===== src/rtl/glbl_reg_bank.sv =====
// glbl_reg_bank: global register bank on the shared reg-bus.
// Holds the chip config words, the sticky interrupt status with its mask, a
// one-way write lock and a timed soft-reset pulse generator. Every accepted
// bus transaction is acked one cycle later with registered read data.
module glbl_reg_bank #(
  parameter int unsigned                NUM_CFG     = 4,
  parameter logic [NUM_CFG*32-1:0]      CFG_RST     = {NUM_CFG{32'h0}},
  parameter int unsigned                NUM_IRQ     = 8,
  parameter logic [31:0]                CHIP_ID     = 32'h4C66_8354,
  parameter logic [31:0]                REL_DATE    = 32'h1603_2022,
  parameter logic [31:0]                PROJ_REV    = 32'h0001_6000,
  parameter int unsigned                SRST_CYCLES = 4
) (
  input  logic                  mclk,
  input  logic                  reset_n,
  input  logic                  reg_cs,
  input  logic                  reg_wr,
  input  logic [7:0]            reg_addr,
  input  logic [31:0]           reg_wdata,
  input  logic [3:0]            reg_be,
  output logic [31:0]           reg_rdata,
  output logic                  reg_ack,
  input  logic [NUM_IRQ-1:0]    irq_evt,
  output logic [NUM_CFG*32-1:0] cfg_out,
  output logic                  irq_o,
  output logic                  soft_rst_n,
  output logic                  cfg_locked
);

  localparam logic [3:0]  W_STS  = 4'd8;
  localparam logic [3:0]  W_MASK = 4'd9;
  localparam logic [3:0]  W_CHIP = 4'd11;
  localparam logic [3:0]  W_DATE = 4'd12;
  localparam logic [3:0]  W_REV  = 4'd13;
  localparam logic [3:0]  W_LOCK = 4'd14;

  localparam logic [3:0]  W_SRST = 4'd15;

  // Only the implemented interrupt sources can ever hold a status or mask bit.
  localparam logic [31:0] IRQ_VALID = 32'((64'd1 << NUM_IRQ) - 64'd1);
  localparam logic [7:0]  SRST_LOAD = 8'(SRST_CYCLES);

  logic [3:0]  word;
  logic        accept;
  logic        wr_acc;
  logic [31:0] be_mask;
  logic [31:0] rd_mux;
  logic [31:0] evt_ext;
  logic [31:0] sts_clr;
  logic        lock_set;
  logic        srst_go;

  logic [31:0] cfg_q [NUM_CFG];
  logic [31:0] sts_q;
  logic [31:0] mask_q;
  logic        lock_q;
  logic [7:0]  srst_cnt;

  // Byte-lane select bits and the word-aligned offset are not part of the decode.
  logic unused_addr;
  assign unused_addr = ^{reg_addr[7:6], reg_addr[1:0]};

  assign word     = reg_addr[5:2];
  // A transaction is taken only while no ack is outstanding, so a master that
  // keeps reg_cs high gets a fresh transaction every second cycle.
  assign accept   = reg_cs & ~reg_ack;
  assign wr_acc   = accept & reg_wr;
  assign be_mask  = {{8{reg_be[3]}}, {8{reg_be[2]}}, {8{reg_be[1]}}, {8{reg_be[0]}}};
  assign evt_ext  = 32'(irq_evt);
  assign sts_clr  = (wr_acc && (word == W_STS)) ? (reg_wdata & be_mask) : 32'h0;
  assign lock_set = wr_acc && (word == W_LOCK) && reg_be[0] && reg_wdata[0];
  assign srst_go  = wr_acc && (word == W_SRST) && reg_be[0] && reg_wdata[0];

  assign cfg_locked = lock_q;

  for (genvar g = 0; g < NUM_CFG; g++) begin : g_cfg_out
    assign cfg_out[32*g +: 32] = cfg_q[g];
  end

  // Read mux: value of the addressed word before the accepting edge.
  always_comb begin
    rd_mux = 32'h0;
    case (word)
      W_STS:   rd_mux = sts_q;
      W_MASK:  rd_mux = mask_q;
      W_CHIP:  rd_mux = CHIP_ID;
      W_DATE:  rd_mux = REL_DATE;
      W_REV:   rd_mux = PROJ_REV;
      W_LOCK:  rd_mux = {31'd0, lock_q};
      default: begin
        for (int k = 0; k < NUM_CFG; k++) begin
          if (word == 4'(k)) rd_mux = cfg_q[k];
        end
      end
    endcase
  end

  // Bus response: one-cycle ack, read data captured only on accepted edges.
  always_ff @(posedge mclk or negedge reset_n) begin
    if (!reset_n) begin
      reg_ack   <= 1'b0;
      reg_rdata <= 32'h0;
    end else begin
      reg_ack <= accept;
      if (accept) reg_rdata <= rd_mux;
    end
  end

  // Config words: byte-masked writes, dropped entirely once the bank is locked.
  always_ff @(posedge mclk or negedge reset_n) begin
    if (!reset_n) begin
      for (int k = 0; k < NUM_CFG; k++) cfg_q[k] <= CFG_RST[32*k +: 32];
    end else if (wr_acc && !lock_q) begin
      for (int k = 0; k < NUM_CFG; k++) begin
        if (word == 4'(k)) cfg_q[k] <= (cfg_q[k] & ~be_mask) | (reg_wdata & be_mask);
      end
    end
  end

  // Interrupt mask, also frozen by the lock.
  always_ff @(posedge mclk or negedge reset_n) begin
    if (!reset_n) begin
      mask_q <= 32'h0;
    end else if (wr_acc && (word == W_MASK) && !lock_q) begin
      mask_q <= ((mask_q & ~be_mask) | (reg_wdata & be_mask)) & IRQ_VALID;
    end
  end

  // Sticky status: a new event in the same cycle as its clear keeps the bit set.
  always_ff @(posedge mclk or negedge reset_n) begin
    if (!reset_n) begin
      sts_q <= 32'h0;
    end else begin
      sts_q <= ((sts_q & ~sts_clr) | evt_ext) & IRQ_VALID;
    end
  end

  // Interrupt line registered from the current status and mask.
  always_ff @(posedge mclk or negedge reset_n) begin
    if (!reset_n) begin
      irq_o <= 1'b0;
    end else begin
      irq_o <= |(sts_q & mask_q);
    end
  end

  // Lock bit: set-only, cleared solely by reset_n.
  always_ff @(posedge mclk or negedge reset_n) begin
    if (!reset_n) begin
      lock_q <= 1'b0;
    end else if (lock_set) begin
      lock_q <= 1'b1;
    end
  end

  // Soft-reset timer: down-counter, output low while non-zero; a write while
  // running reloads it so the pulse is stretched from the latest write.
  always_ff @(posedge mclk or negedge reset_n) begin
    if (!reset_n) begin
      srst_cnt   <= 8'd0;
      soft_rst_n <= 1'b1;
    end else begin
      if (srst_go) begin
        srst_cnt <= SRST_LOAD;
      end else if (srst_cnt != 8'd0) begin
        srst_cnt <= srst_cnt - 8'd1;
      end
      soft_rst_n <= (srst_cnt == 8'd0);
    end
  end

endmodule


===== config.mk =====
export PLATFORM = sky130hd
export DESIGN_NAME = glbl_reg_bank
export DESIGN_NICKNAME = d
export VERILOG_FILES = /design/src/rtl/glbl_reg_bank.sv
export SDC_FILE = /design/constraint.sdc
export NUM_CORES = 1
export LEC_CHECK = 0
export CORE_ASPECT_RATIO = 1.2
export CORE_MARGIN = 5
export CORE_UTILIZATION = 55
export CTS_BUF_LIST = sky130_fd_sc_hd__clkbuf_2 sky130_fd_sc_hd__clkbuf_4 sky130_fd_sc_hd__clkbuf_8
export CTS_CLUSTER_SIZE = 20
export DETAILED_ROUTE_END_ITERATION = 7
export HOLD_SLACK_MARGIN = 0.12
export PLACE_DENSITY = 0.95
export SYNTH_ARGS = -nofsm -noshare
export SYNTH_HDL_FRONTEND = slang
export SYNTH_SLANG_ARGS = --single-unit

===== constraint.sdc =====
create_clock -name mclk -period 5.1 [get_ports mclk]
set_clock_uncertainty 0.2 [all_clocks]
set_input_delay 1.53 -clock mclk [delete_from_list [all_inputs] [get_ports mclk]]
set_output_delay 1.53 -clock mclk [all_outputs]
set_load 0.01 [all_outputs]

; ---- Word level (Yosys, flattened, before mapping)
; Cells that the tools add are included.
; W data, S select, Z words.
[word_totals]
regBits = 188
input_bits = 56
out_inout_bits = 164
[classes]
add_sub_neg = 1
eq_ne = 10
muxes = 8
bitwise_logic = 19
reduce_logical = 20
[op_table]
columns = cell, n
row1 = $pmux W32 S6, 1
row2 = $and A32 B32 Y32, 5
row3 = $mux W32, 4
row4 = $or A32 B32 Y32, 4
row5 = $not A32 Y32, 1
row6 = $reduce_or A32 Y1, 1
row7 = $eq A4 B4 Y1 const B, 7
row8 = $and A8 B8 Y8, 3
row9 = $mux W8, 3
row10 = $or A8 B8 Y8, 2
row11 = $logic_and A1 B1 Y1, 10
row12 = $eq A4 B2 Y1 const B, 2
row13 = $logic_not A8 Y1, 1
row14 = $not A8 Y8, 1
row15 = $reduce_and A2 Y1, 4
row16 = $reduce_bool A8 Y1, 1
row17 = $sub A8 B1 Y8 const B, 1
row18 = $eq A4 B1 Y1 const B, 1
row19 = $logic_not A4 Y1, 1
row20 = $and A1 B1 Y1, 2
row21 = $reduce_bool A2 Y1, 1
row22 = $logic_not A1 Y1, 1
row23 = $not A1 Y1, 1

; ---- Logic depth before layout (Yosys ltp)
; Gate-level depths: netlist of the first run.
[logic_depth]
ltp_word = 8
mapped_depth = 7
depth_no_buf = 6

; ---- Least setup slack after synthesis of the first run
; Ideal clock, no wire load.
[synth_path]
path_kind = input to register
startpoint = input port reg_addr[4]
endpoint = register (tool-made name)
setup_ns = 0.125
arrival_time_ns = 2.912
t_required_ns = 4.775
setup_slack_ns = 1.863
cell_stages = 7
path_buffers = 3
path_cell_list = buf_2 -> or2_1 -> buf_6 -> nor3b_4 -> and2b_1 -> buf_4 -> mux2_2
[synth_rtl]
columns = element, line
row1 = "start, declared", 18  ; input logic [7:0] reg_addr,

==> summary.md, run 1 <==
| Metric | Value |
|---|---|
| Setup bufs post-CTS | 0 |
| Biggest cell delay along the critical path | 490 ps |
| DRT Wirelength | roughly 25000 um |
| Async SR Flop Fraction | 1.00 |
| Overall fraction of global-route tracks in use | 0.283 |
| DRT iter0 DRCs | 386 |
| Filler Cell Count | 942 |
| Avg WL per Cell | 23.6 um |
| Antenna violations before repair | 1 |
| Clock Tree Root | sky130_fd_sc_hd__clkbuf_8 |
| Leak Pwr | 5.00 nW |
| Sw frac | 0.266 |
| Initial Util | 0.563 |
| Worst endpoint data arrival time | 3930 ps |
| Standard cell area after detailed placement | ~0.011 mm2 |
| Main area contributors after synthesis | sky130_fd_sc_hd__dfrtp_1 (55%), sky130_fd_sc_hd__mux2_2 (18%), sky130_fd_sc_hd__mux4_2 (8.0%) |
| Post-synth top area cell | sky130_fd_sc_hd__dfrtp_1 |
| Outcome | finished, final reports clean |
| Storage element area | 0.00471 mm2 |
| DP Wirelength | between 15000 and 20000 um |
| Startpoint types | input pin |
| Syn-to-layout area delta | 32.0% |
| Via count of the first global-routing pass | ~7000 |
| Power dissipated by switching net loads | ~0.78 mW |
| Last weighted congestion value of the routability-driven placer | approximately 0.85 |
| Die boundary width | 123 um |
| Path class of the lowest-slack min-delay path | register to register |
| Internal portion of total power | roughly 2.2 mW |
| Worst Tran Pin Value | 1060 ps |
| Number of clock buffers inserted by TritonCTS | 17 |
| Count of buffers from port buffering | 215 |
| Required time of the critical path | around 5300 ps |
| Share of total power in combinational logic | 0.129 |
| Die height | roughly 150 um |
| Number of storage elements in the synthesis netlist | 188 |
| F_max | between 0.2 and 0.3 GHz |
| Worst Setup SP | reg_addr[4] |
| Average vias per placed instance | between 6 and 7 |
| Setup Total Neg Slack | 0 ps |
| Die footprint | 0.0180 mm2 |
| Global-route wire length before repair | 38400 um |
| Syn_nets | 666 |
| CP Cell Sequence | clkdlybuf4s50_1 -> buf_4 -> or2_1 -> nor3b_4 -> and2b_1 -> mux2_2 |
| List of most frequent post-synthesis cells | sky130_fd_sc_hd__dfrtp_1 (187), sky130_fd_sc_hd__mux2_2 (138), sky130_fd_sc_hd__nand2_1 (42) |
| CP max FO | 18 |
| Setup repair after global routing missed its margin | no |
| Most repeated cell in the gate-level netlist after synthesis | sky130_fd_sc_hd__dfrtp_1 |
| Worst reg-to-reg path cell count | 5 |
| Maximum number of pins on one net before global-route repair | 93 |
| DRC viols | 0 |
| Highest ir drop seen on vdd | 0.184 mV |
| Max-slew violation count | 0 |
| TritonCTS clock tree | built |
| Cell type of the slowest stage on the worst timing path | sky130_fd_sc_hd__and2b_1 |
| Rel. slew slack | 0.291 |
| Type of destination of the critical path | register |
| Seq/Total Area, Yosys | 0.557 |
| Post-Synthesis Cell Area | 0.00845 mm2 |
| Share of the synthesized area in the top cell type | 0.554 |
| Number of instances in the synthesized netlist | 608 |
| Largest delay contributor family on the critical path | simple AND/OR/NAND/NOR gates |
| Number of different library cells in the post-synthesis netlist | between 50 and 60 |
| Total area of multi-input combinational cells | 0.00358 mm2 |
| Fraction of final layout cells sized beyond drive strength 1 | 0.282 |
| Period Utilization, post-route | 0.740 |
| Smallest setup slack after layout | 1330 ps |
| Clock latency of the later-clocked register in the worst-skew pair | 480 ps |
| Main flop type after synthesis | sky130_fd_sc_hd__dfrtp_1 |
| EDFF count, synth | 0 |
| Post-Syn Area per Cell | between 10 and 15 um2 |
| CTS HTree Levels | 4 |
| Synth warnings | 0 |
| Time the final worst path needs with I/O delays and setup | 3770 ps |
| Worst-case clock buffer depth | 2 |
| Standard cell core area | 0.0150 mm2 |
| Clk sinks | 188 |
| Via count | 6272 |
| Fraction of power consumed by sequential logic | 0.544 |
| Portion of total power attributed to the clock network | 0.327 |
| Post-CTS resize count | 0 |
| Post-route cell area | about 0.011 mm2 |
| Slack of the worst reg-to-reg path | 2660 ps |
| Hold violation count in the final report | 0 |
| Net total in the final layout | ~900 |
| GRT overflow | 0 |
| Total of hold buffers inserted after clock tree synthesis | 0 |
| Max capacitance violation total | 0 |
| Depth of the critical timing path with buffers and inverters included | 6 |
| Place WS | 872 ps |
| Clk pin slew, worst setup/hold paths | approximately 90 ps |
| Crit path buf inv count | 2 |
| Launching point of the worst reg2reg path | reg_ack |
| Setup-violating endpoint count in the final report | 0 |
| Power per cell area | between 200 and 300 mW/mm2 |
| Detailed Routing Iterations Pass 1 | 5 |
| Type of the worst setup path | input pin to register |
| Boundary pin count | 220 |
| R2R Path End | srst_cnt[4] |
| Detail Route Antenna Nets | 0 |
| Cell Rows | approximately 50 |
| Fin Hold WS | 302 ps |
[kinds of logic after synthesis]
group	count (synthesis)	share of synthesized area
compound gates	80	0.0639
buf+inv	36	0.0198
xor+xnor	2	0.00207
flops	188	0.557
mux	175	0.272
fa+ha+maj	2	0.00296
simple gates	125	0.0824
[layout by cell type, fill, tap and decap left out, drive strengths merged, types with 8 or more instances in the layout]
master / n
o21ai: 12
nand2b: 10
clkdlybuf4s50: 212
a21o: 9
dfrtp: 187
clkbuf: 19
nor2: 25
mux2: 139
a21oi: 23
nor3: 9
buf: 12
mux4: 30
a22oi: 8
nand2: 51
a22o: 9
[tightest hold or removal path: cells and delay by family, from the launching register on]
family	cells	cell delay, ps
compound gates	1	60
flops	1	360
simple gates	1	50
[how the worst min path moves through the flow]
stage | from | end | slack, ps | cells after the start
after detailed placement | reg_rdata[16] | reg_rdata[16] | 280 | 2
after global routing | reg_rdata[16] | reg_rdata[16] | 330 | 2
final | reg_rdata[16] | reg_rdata[16] | 300 | 2
after CTS | reg_rdata[16] | reg_rdata[16] | 300 | 2
after global placement | reg_rdata[13] | reg_rdata[13] | 270 | 2
after floorplan | sts_q[3] | sts_q[3] | 270 | 1
[cell type report]
cell class                      count  share of cell area
Antenna cell                        2            0.000448
Clock buffer                       19              0.0223
Clock inverter                     12              0.0112
Inverter                            7             0.00235
Multi-Input combinational cell    384               0.321
Sequential cell                   188               0.422
Tap cell                          204              0.0229
Timing Repair Buffer              224               0.198
[power by group through the flow]
stage / combinational (mW) / sequential [mW] / clock [mW]
floorplan: 0.180 / 1.63 / 0
global placement: 0.356 / 1.62 / 0
detailed placement: 0.377 / 1.63 / 0
CTS: 0.379 / 1.60 / 0.969
global route: 0.414 / 1.61 / 1.03
finish: 0.379 / 1.60 / 0.961
[layer usage]
metal | global-route usage | part of all wire
met4 | 0.119 | 0.035
met5 | 0 | 0
met2 | 0.473 | 0.52
met3 | 0.0824 | 0.079
met1 | 0.339 | 0.36
[through the flow]
| step | power, mW | utilization | instances |
|---|---|---|---|
| global route | 3.05 | 0.743 | 1039 |
| global placement | 1.97 | 0.718 | 1007 |
| detailed placement | 2.00 | 0.718 | 1007 |
| CTS | 2.95 | 0.743 | 1038 |
| finish | 2.94 | 0.743 | 1040 |
| floorplan | 1.81 | - | 608 |
Power figures use the tool's default switching activity.
==> run 2, diff against run 1 <==
--- a/config.mk
+++ b/config.mk
@@ -7,12 +7,12 @@
 export LEC_CHECK = 0
 export CORE_ASPECT_RATIO = 1.2
 export CORE_MARGIN = 5
-export CORE_UTILIZATION = 55
+export CORE_UTILIZATION = 51
 export CTS_BUF_LIST = sky130_fd_sc_hd__clkbuf_2 sky130_fd_sc_hd__clkbuf_4 sky130_fd_sc_hd__clkbuf_8
 export CTS_CLUSTER_SIZE = 20
 export DETAILED_ROUTE_END_ITERATION = 7
 export HOLD_SLACK_MARGIN = 0.12
-export PLACE_DENSITY = 0.95
+export PLACE_DENSITY = 0.89
 export SYNTH_ARGS = -nofsm -noshare
 export SYNTH_HDL_FRONTEND = slang
 export SYNTH_SLANG_ARGS = --single-unit
==> constraint.sdc (replaced) <==
create_clock -name mclk -period 3.5 [get_ports mclk]
set_clock_uncertainty 0.2 [all_clocks]
set_input_delay 1.05 -clock mclk [delete_from_list [all_inputs] [get_ports mclk]]
set_output_delay 1.05 -clock mclk [all_outputs]
set_load 0.01 [all_outputs]
==> summary.md, run 2 (synthesis results as in run 1) <==
| Metric | Value |
|---|---|
| Number of antenna repair diodes | 0 |
| Die height | roughly 150 um |
| Power per cell area | 380 mW/mm2 |
| TritonCTS clock tree | built |
| Setup Total Neg Slack | 0 ps |
| Total of hold buffers inserted after clock tree synthesis | 0 |
| Detail Route Antenna Nets | 0 |
| Overall fraction of global-route tracks in use | 0.254 |
| DRT Wirelength | between 20000 and 25000 um |
| Period Utilization, post-route | 0.827 |
| Clk sinks | 188 |
| Filler Cell Count | 1174 |
| Placed Instances | 1032 |
| Net total in the final layout | 897 |
| CP Cell Sequence | clkdlybuf4s50_1 -> or2_1 -> nor3_2 -> nand2_1 -> mux2_1 |
| Avg WL per Cell | 22.2 um |
| Cell type of the slowest stage on the worst timing path | sky130_fd_sc_hd__or2_1 |
| Highest ir drop seen on vdd | slightly below 0.3 mV |
| Cell Rows | 51 |
| Clock latency of the later-clocked register in the worst-skew pair | 450 ps |
| Initial Util | 0.520 |
| Max-slew violation count | 0 |
| Final core utilization | 0.699 |
| Post-CTS resize count | 0 |
| Boundary pin count | 220 |
| Rel. slew slack | 0.574 |
| Smallest setup slack after layout | 604 ps |
| Die footprint | 0.0193 mm2 |
| Die boundary width | 128 um |
| Leak Pwr | slightly above 5 nW |
| Syn-to-layout area delta | 34.5% |
| Setup repair after global routing missed its margin | no |
| Detailed Routing Iterations Pass 1 | 5 |
| Type of destination of the critical path | register |
| Required time of the critical path | 3640 ps |
| CP max FO | 10 |
| Commonest cells after routing, fill and taps aside | sky130_fd_sc_hd__clkdlybuf4s50_1 (212), sky130_fd_sc_hd__dfrtp_1 (187), sky130_fd_sc_hd__mux2_2 (138) |
| Post-route total power | around 4.3 mW |
| Clock Tree Root | sky130_fd_sc_hd__clkbuf_8 |
| Setup bufs post-CTS | 0 |
| Average vias per placed instance | approximately 5.7 |
| F_max | roughly 0.35 GHz |
| Outcome | finished, final reports clean |
| CTS HTree Levels | 4 |
| DP Wirelength | 17100 um |
| Fraction of final layout cells sized beyond drive strength 1 | 0.297 |
| Biggest cell delay along the critical path | approximately 480 ps |
| Worst Tran Pin Value | 638 ps |
| Most common cell after layout, fill and taps aside | sky130_fd_sc_hd__clkdlybuf4s50_1 |
| Final cell count without fillers | 1064 |
| Storage element area | 0.00471 mm2 |
| DRC viols | 0 |
| Startpoint types | input pin |
| Time the final worst path needs with I/O delays and setup | around 2900 ps |
| Via count of the first global-routing pass | roughly 6500 |
| Path class of the lowest-slack min-delay path | register to register |
| DRT iter0 DRCs | 388 |
| Global-route wire length before repair | 37200 um |
| Place WS | between 90 and 100 ps |
| Maximum number of pins on one net before global-route repair | 63 |
| Worst-case clock buffer depth | 2 |
| Number of clock buffers inserted by TritonCTS | 17 |
| Last weighted congestion value of the routability-driven placer | 0.840 |
| GRT overflow | 0 |
| Hold violation count in the final report | 0 |
| Via count | 6107 |
| Max capacitance violation total | 0 |
| Standard cell core area | between 0.015 and 0.02 mm2 |
| Total area of multi-input combinational cells | approximately 0.0036 mm2 |
| Worst endpoint data arrival time | 3030 ps |
| Antenna violations before repair | 1 |
| Count of buffers from port buffering | 215 |
| Type of the worst setup path | input pin to register |
| Setup-violating endpoint count in the final report | 0 |
| Clk pin slew, worst setup/hold paths | 90 ps |
-- run 2: cell count changes in the layout (fill, tap and decap cells not counted), sizes merged --
cell      delta
buf         +16
diode        -2
inv          +8
clkinv       -4
bufinv       -1
clkinvlp     -1
-- run 2: final cells by class --
cell class	count	area share
sequential	188	0.414
multi-input combinational	384	0.315
timing repair buffer	241	0.210
tap	212	0.0233
clock buffer	18	0.0218
clock inverter	14	0.0131
inverter	7	0.00231
-- run 2: worst paths after layout --
kind	from	to	slack, ps	cells after the start
worst max-delay path	reg_addr[5]	register	600	5
worst min-delay path	reg_rdata[13]	reg_rdata[13]	310	2
worst max register to register	reg_ack	register	1240	5
worst min register to register	reg_rdata[13]	reg_rdata[13]	310	2
max in group asynchronous	reset_n	reg_rdata[14]	1890	2
min in group asynchronous	reset_n	async pin	330	1
-- run 2: worst max-delay path: cells and delay by family --
| family | cells | cell delay [ps] |
|---|---|---|
| buffers and inverters | 1 | 450 |
| muxes | 1 | 400 |
| and+or+nand+nor | 3 | 1130 |
-- run 2: metrics by stage --
step           cell area, um2  hold WS (ps)
2_1_floorplan            8450           267
3_3_place_gp            11000           264
3_5_place_dp            11000           277
4_1_cts                 11400           312
5_1_grt                 11400           333
6_report                11400           312
-- run 2: where the power goes --
| group | total, mW | switching, mW | internal, mW |
|---|---|---|---|
| Sequential | 2.32 | 0.0708 | 2.25 |
| Combinational | 0.556 | 0.293 | 0.264 |
| Clock | 1.44 | 0.832 | 0.611 |
| Total | 4.32 | 1.20 | 3.13 |
-- run 2: metal layers --
metal,global-route usage,share of wire,vias up
met4,0.0928,0.028,2
met3,0.0550,0.060,44
met2,0.429,0.53,226
met5,0,0.00076,-
met1,0.324,0.39,3127
li1,-,-,2708
